[config.mk]
export PLATFORM = sky130hd
export DESIGN_NAME = note_playback_sequencer
export DESIGN_NICKNAME = d
export VERILOG_FILES = /design/src/rtl/note_playback_sequencer.sv
export SDC_FILE = /design/constraint.sdc
export NUM_CORES = 1
export LEC_CHECK = 0
export CORE_ASPECT_RATIO = 0.7
export CORE_MARGIN = 5
export CORE_UTILIZATION = 55
export DETAILED_ROUTE_END_ITERATION = 10
export PLACE_DENSITY = 0.91
export REMOVE_ABC_BUFFERS = 1
export SYNTH_ARGS = -nofsm -noshare
export SYNTH_HDL_FRONTEND = slang
export SYNTH_SLANG_ARGS = --single-unit
[constraint.sdc]
create_clock -name clk -period 5.61 [get_ports clk]
set_input_delay 1.122 -clock clk [delete_from_list [all_inputs] [get_ports clk]]
set_output_delay 1.122 -clock clk [all_outputs]
set_load 0.005 [all_outputs]
[src/rtl/note_playback_sequencer.sv]
// Note playback sequencer: fetches note codes from a 1-cycle-latency BRAM and holds each for a programmable tick count.
// Build option NOTE_SEQ_REST_SKIP_EN: rests (code 0) are skipped in two cycles instead of played as silent notes.
module note_playback_sequencer #(
  parameter int unsigned DEPTH    = 16,
  parameter int unsigned ADDR_W   = 4,
  parameter int unsigned NOTE_W   = 8,
  parameter int unsigned DUR_W    = 16,
  parameter int unsigned TICK_DIV = 100000
) (
  input  logic              clk,
  input  logic              reset,
  input  logic              start,
  input  logic              stop,
  input  logic              loop_en,
  input  logic              mem_ready,
  input  logic [ADDR_W:0]   note_count,
  input  logic [DUR_W-1:0]  note_duration,
  output logic              rd_en,
  output logic [ADDR_W-1:0] rd_addr,
  input  logic [NOTE_W-1:0] rd_data,
  output logic [NOTE_W-1:0] note_out,
  output logic              note_on,
  output logic              note_strobe,
  output logic              busy,
  output logic              done,
  output logic              error
);
  localparam int unsigned PRESC_W = (TICK_DIV > 1) ? $clog2(TICK_DIV) : 1;
  localparam int unsigned CNT_W   = ADDR_W + 1;

  typedef enum logic [2:0] {S_IDLE, S_FETCH, S_LOAD, S_PLAY, S_DONE} state_t;

  state_t             state_q, state_d;
  logic [ADDR_W-1:0]  idx_q, idx_d;
  logic [CNT_W-1:0]   count_q, count_d;
  logic [DUR_W-1:0]   dur_q, dur_d;
  logic [PRESC_W-1:0] presc_q, presc_d;
  logic [DUR_W-1:0]   tick_q, tick_d;
  logic [NOTE_W-1:0]  note_d;
  logic               note_on_d, strobe_d, error_d;
  logic               start_ok, last_idx, presc_wrap, play_exit, advance, is_rest;

  // Next-state and next-register computation
  always_comb begin
    state_d    = state_q;
    idx_d      = idx_q;
    count_d    = count_q;
    dur_d      = dur_q;
    presc_d    = presc_q;
    tick_d     = tick_q;
    note_d     = note_out;
    note_on_d  = note_on;
    strobe_d   = 1'b0;
    error_d    = 1'b0;
    advance    = 1'b0;
    start_ok   = mem_ready && (note_count != '0) && (note_count <= CNT_W'(DEPTH));
    last_idx   = ({1'b0, idx_q} == (count_q - CNT_W'(1)));
    presc_wrap = (presc_q == PRESC_W'(TICK_DIV - 1));
    play_exit  = presc_wrap && ((tick_q + DUR_W'(1)) == dur_q);
    is_rest    = (rd_data == '0);

    case (state_q)
      S_IDLE: begin
        if (start) begin
          if (start_ok) begin
            count_d = note_count;
            dur_d   = (note_duration == '0) ? DUR_W'(1) : note_duration;
            idx_d   = '0;
            state_d = S_FETCH;
          end else begin
            error_d = 1'b1;
          end
        end
      end
      S_FETCH: state_d = S_LOAD;
      S_LOAD: begin
        presc_d = '0;
        tick_d  = '0;
`ifdef NOTE_SEQ_REST_SKIP_EN
        if (is_rest) begin
          advance = 1'b1;
        end else begin
          note_d    = rd_data;
          note_on_d = 1'b1;
          strobe_d  = 1'b1;
          state_d   = S_PLAY;
        end
`else
        note_d    = rd_data;
        note_on_d = !is_rest;
        strobe_d  = 1'b1;
        state_d   = S_PLAY;
`endif
      end
      S_PLAY: begin
        if (presc_wrap) begin
          presc_d = '0;
          tick_d  = tick_q + DUR_W'(1);
        end else begin
          presc_d = presc_q + PRESC_W'(1);
        end
        advance = play_exit;
      end
      S_DONE: state_d = S_IDLE;
      default: state_d = S_IDLE;
    endcase

    // End-of-note rules shared by PLAY exit and skipped rests
    if (advance) begin
      if (!last_idx) begin
        idx_d   = idx_q + ADDR_W'(1);
        state_d = S_FETCH;
      end else if (loop_en) begin
        idx_d   = '0;
        state_d = S_FETCH;
      end else begin
        note_d    = '0;
        note_on_d = 1'b0;
        state_d   = S_DONE;
      end
    end

    if ((state_q != S_IDLE) && stop) begin
      state_d   = S_IDLE;
      note_d    = '0;
      note_on_d = 1'b0;
      strobe_d  = 1'b0;
    end
  end

  always_ff @(posedge clk or negedge reset) begin
    if (!reset) begin
      state_q     <= S_IDLE;
      idx_q       <= '0;
      count_q     <= '0;
      dur_q       <= '0;
      presc_q     <= '0;
      tick_q      <= '0;
      rd_en       <= 1'b0;
      rd_addr     <= '0;
      note_out    <= '0;
      note_on     <= 1'b0;
      note_strobe <= 1'b0;
      busy        <= 1'b0;
      done        <= 1'b0;
      error       <= 1'b0;
    end else begin
      state_q     <= state_d;
      idx_q       <= idx_d;
      count_q     <= count_d;
      dur_q       <= dur_d;
      presc_q     <= presc_d;
      tick_q      <= tick_d;
      rd_en       <= (state_d == S_FETCH);
      if (state_d == S_FETCH) rd_addr <= idx_d;
      note_out    <= note_d;
      note_on     <= note_on_d;
      note_strobe <= strobe_d;
      busy        <= (state_d != S_IDLE);
      done        <= (state_d == S_DONE);
      error       <= error_d;
    end
  end
endmodule

# Word-level counts from Yosys, hierarchy flattened
# Index checks and enable logic that the tools add are counted.
# Widths: inputs -> output; s select.
dict set report totals {
  output_inout_bits 18
  regBits 79
  word_cells 76
}
dict set report op_classes {
  n_eq_ne 9
  n_addsub 4
  n_reduce_logical 14
  magnitude_cmp 1
  n_mux 34
}
# op n
set ops {}
lappend ops {{$mux 8} 5}
lappend ops {{$pmux 17 s2} 1}
lappend ops {{$mux 16} 2}
lappend ops {{$pmux 16 s2} 1}
lappend ops {{$mux 4} 6}
lappend ops {{$mux 3} 6}
lappend ops {{$add 17x1->17 const B} 1}
lappend ops {{$eq 17x17->1 const B} 1}
lappend ops {{$mux 17} 1}
lappend ops {{$add 16x1->16 const B} 1}
lappend ops {{$eq 16x16->1} 1}
lappend ops {{$logic_not 16->1} 1}
lappend ops {{$pmux 3 s4} 1}
lappend ops {{$mux 1} 11}
lappend ops {{$logic_not 8->1} 1}
lappend ops {{$eq 3x1->1 const B} 2}
lappend ops {{$eq 3x2->1 const B} 2}
lappend ops {{$reduce_bool 3->1} 2}
lappend ops {{$eq 4x5->1} 1}
lappend ops {{$le 5x5->1 const B} 1}
lappend ops {{$reduce_bool 5->1} 1}
lappend ops {{$sub 5x1->5 const B} 1}
lappend ops {{$add 4x1->4 const B} 1}
lappend ops {{$logic_and 1x1->1} 4}
lappend ops {{other kinds (7)} 7}

# Longest topological paths before layout
dict set report logic_depth {
  word_depth 9
  mapped_depth 11
}

# Least setup slack after synthesis
# No wires, ideal clock.
dict set report synth_path {
  kind {register to register}
  startpoint {register tick_q[0]}
  endpoint {register rd_addr[0]}
  path_stages_with_launch 11
  synth_period_minus_slack_ps 3139
  required_time_ps 5485
  setup_slack_ps 2471
  t_arrival_ps 3014
  n_path_buf 1
  path_cell_list {dfrtp_1 > ha_1 > and3_1 > buf_2 > and4_1 > nor4_1 > nand4_1 > or4b_4 > nor4b_4 > a211oi_4 > mux2_4}
}
dict set report synth_between {
  elab_chain_len 7
}
# item line_no
set synth_lines {}
lappend synth_lines {{start: declaration} 38} ;# logic [DUR_W-1:0] tick_q, tick_d;
lappend synth_lines {{start signal: assignment} 153} ;# tick_q <= tick_d;
lappend synth_lines {{$add 16x1->16} 59} ;# play_exit = presc_wrap && ((tick_q + DUR_W'(1)) == dur_q);
lappend synth_lines {{$eq 16x16->1} 59}
lappend synth_lines {{$logic_and 1x1->1} 59}
lappend synth_lines {{$mux 1} 62} ;# case (state_q)
lappend synth_lines {{$mux 3} 109} ;# if (advance) begin
lappend synth_lines {{$mux 3} 123} ;# if ((state_q != S_IDLE) && stop) begin
lappend synth_lines {{via state_d[1]} 33} ;# state_t state_q, state_d;
lappend synth_lines {{$eq 3x1->1} 155} ;# if (state_d == S_FETCH) rd_addr <= idx_d;
lappend synth_lines {{end signal: assignment} 155}
lappend synth_lines {{end: declaration} 19} ;# output logic [ADDR_W-1:0] rd_addr,
# The timed path passes the listed nets, and every way through them passes these cells.
# A chain may end at the register's enable or synchronous reset.

# Worst setup path in the final report
dict set report layout_path {
  startpoint {register tick_q[0]}
  endpoint {register busy}
}
dict set report layout_between {
  elab_chain_len 7
}
# item line_no
set layout_lines {}
lappend layout_lines {{$add 16x1->16} 59}
lappend layout_lines {{$eq 16x16->1} 59}
lappend layout_lines {{$logic_and 1x1->1} 59}
lappend layout_lines {{$mux 1} 62}
lappend layout_lines {{$mux 3} 109}
lappend layout_lines {{$mux 3} 123}
lappend layout_lines {{via state_d[0]} 33}
lappend layout_lines {{$reduce_bool 3->1} 159} ;# busy <= (state_d != S_IDLE);
lappend layout_lines {{end signal: assignment} 159}
lappend layout_lines {{end: declaration} 24} ;# output logic busy,
# The timed path passes the listed nets, and every way through them passes these cells.

==> impl_metrics.toml <==
[outcome]
status = "completed"

[clock_network]
cts.clk_slew.worst_paths_ns = 0.06
ctsHtreeMaxLevel = 3
cts_root_buf = "clkbuf_16"
numClockSinks = 79
cts_buffers = 9
clk_latency_ns = 0.34
cts_resized = 0
clockBufferDepth = 2
hold_buffers = 0
post-cts-setup-buffers = 0
tritoncts = "yes"

[grt]
gr-total-overflow = 0
first_global_vias = 3536
gr-usage-all-layers_pct = 22.6
grt_max_degree = 80
grt_pass1_wl_um = 17700
grt_antenna_before_repair = 0

[sta]
fin_crit_sh_pct = 65.2
finalWorstSetupSlack_ns = 1.95
drv_slew = 0
min_period_ns = 3.66
worst_pin_slew_ns = 1.01
rsz0062_at_grt = "false"
clock.fmax_ghz = 0.273
setup_viol = 0
fin_tns_setup_ns = 0
fin_skew_ns = 0.00849
relSlewSlack_pct = 32.6
hold_viol = 0

[floorplanning]
die_width_um = 116
pin_count = 53
std_cell_rows = 27
initial_core_util_pct = 55.9
core_area_um2 = 7770
dieArea_um2 = 9800
die_h_um = 84.3

[final_layout]
layout_commonest_cell = "dfrtp_1"
diodes = 0
drive_gt1_share_pct = 11.0
nets = 524
syn2layout_area_growth_pct = 19.0
fin_cells = 591
layout_common_cells = "79 x dfrtp_1, 57 x nand2_1, 51 x clkdlybuf4s50_1"

[synthesis]
syn-cell-area_um2 = 4340
ys_seq_elements = 79
ys_types = 56
synth-edff-count = 0
synth.avg_cell_area_um2 = 9.78
async_flop_share_pct = 100
ys.flop_type = "dfrtp_1"
yosys_warnings = 0
yosys-top-cells-area = "dfrtp_1 46%, mux2_2 5.7%, nand2_1 4.9%"
yosysTopAreaCell = "dfrtp_1"
synth_top_area_share_pct = 45.5
synthCells = 444
ys_seq_area_share_pct = 45.5

[routing]
first_pass_iters = 4
drc = 0
routedWlPerCell_um = 18.1
drt_iter0_markers = 441
vias = 3698
via_per_inst = 6.26
routed_wl_um = 10700
ant_nets = 0

[worst_setup_path]
reg2reg_setup_slack_ns = 1.95
worstRegToRegCells = 9
worstSetupStartpointType = "flop"
crit_fanout = 11
arrival_ns = 3.88
r2r_end = "busy"
worst_setup_path_end_kind = "flop"
critPathKind = "flop to flop"
required_ns = 5.83
timing.rr.start = "tick_q[0]"

[placement]
place_congestion = 0.929
dp_hpwl_um = 7670
placed_cells = 575
place_worst_setup_slack_ns = 2.09
portBuffers = 52

[pwr]
p_leak_nw = 2.16
power_density_nw_per_um2 = 358
max-vdd-ir-drop_mv = 0.313
p_total_mw = 1.85

[min_path]
hold_path_end = "presc_q[16]"
min_path_type = "flop to flop"
hold_start = "presc_q[16]"
min_path_cells = 1

[job]
drv_cap = 0
==> worst max-delay path by stage <==
stage	depth (start not counted)	slack (ns)	startpoint	to
after floorplan	5	2.20	note_count[1]	rd_addr[0]
after global placement	9	2.24	tick_q[0]	busy
after detailed placement	9	2.09	tick_q[0]	busy
after CTS	9	2.05	tick_q[0]	busy
after global routing	8	1.73	state_q[2]	busy
final	9	1.95	tick_q[0]	busy
==> metrics by stage <==
step | area (um^2) | util [%] | hold WS (ns)
2_1_floorplan | 4220 | - | 0.443
3_3_place_gp | 4880 | 62.8 | 0.472
4_1_cts | 5170 | 66.5 | 0.502
3_5_place_dp | 4880 | 62.8 | 0.491
6_report | 5170 | 66.5 | 0.506
5_1_grt | 5170 | 66.5 | 0.518
==> logic make-up after synthesis <==
kind of cell / share of synthesized area [%]
DFF: 45.5
xor gates and xnor gates: 5.04
adders and majority gates: 1.15
muxes: 7.32
and+or+nand+nor: 22.0
buffers and inverters: 3.34
AOI/OAI and AO/OA: 15.6
==> area by class of cell <==
cell class / count / area, um^2
clock inverter: 3 / 42.5
multi-input combinational: 335 / 2220
tap: 101 / 126
clock buffer: 13 / 250
inverter: 7 / 26.3
sequential: 79 / 1980
fill: 591 / 2600
timing repair buffer: 53 / 526
==> registers in the layout (all words and copies together), names as in the netlist, 3 cells and up <==
| name | cells |
|---|---|
| note_out | 8 |
| count_q | 5 |
| idx_q | 4 |
| state_q | 3 |
| dur_q | 16 |
| rd_addr | 4 |
| presc_q | 17 |
| tick_q | 16 |
==> cell usage after synthesis, types with 6 or more instances <==
library cell	number
dfrtp_1	79
nand2_1	57
o21ai_0	42
nor2_1	23
mux2_2	22
a21oi_1	21
xnor2_1	16
clkbuf_1	13
a31oi_1	11
nand3_1	11
nor4_1	10
nor3_1	9
xor2_1	9
and4_1	8
o31ai_1	8
and3_1	7
inv_1	7
nand4_1	7
nand2b_1	6
o41ai_1	6
==> layer usage <==
metal,share of wire (%),global-route usage [%],up-vias
met2,47,35.1,158
li1,-,-,1710
met4,0.83,4.21,0
met3,7.3,5.62,12
met5,0,0,-
met1,45,32.4,1818
==> power by group <==
part | total [mW] | switching, mW | internal [mW]
sequential | 0.766 | 0.0854 | 0.681
combinational | 0.510 | 0.245 | 0.265
clock | 0.573 | 0.217 | 0.356
total | 1.85 | 0.548 | 1.30
==> critical path, cell delays in order (launching register included) <==
cell and delay (ns):
dfrtp_1 0.48, ha_1 0.35, and3_1 0.34, a31oi_1 0.12, nor4_1 0.48, nand4_1 0.14, or4b_4 0.61, o21ai_2 0.52
a21oi_1 0.13, or3_1 0.37
No activity file was read; power rests on OpenSTA's default activity.
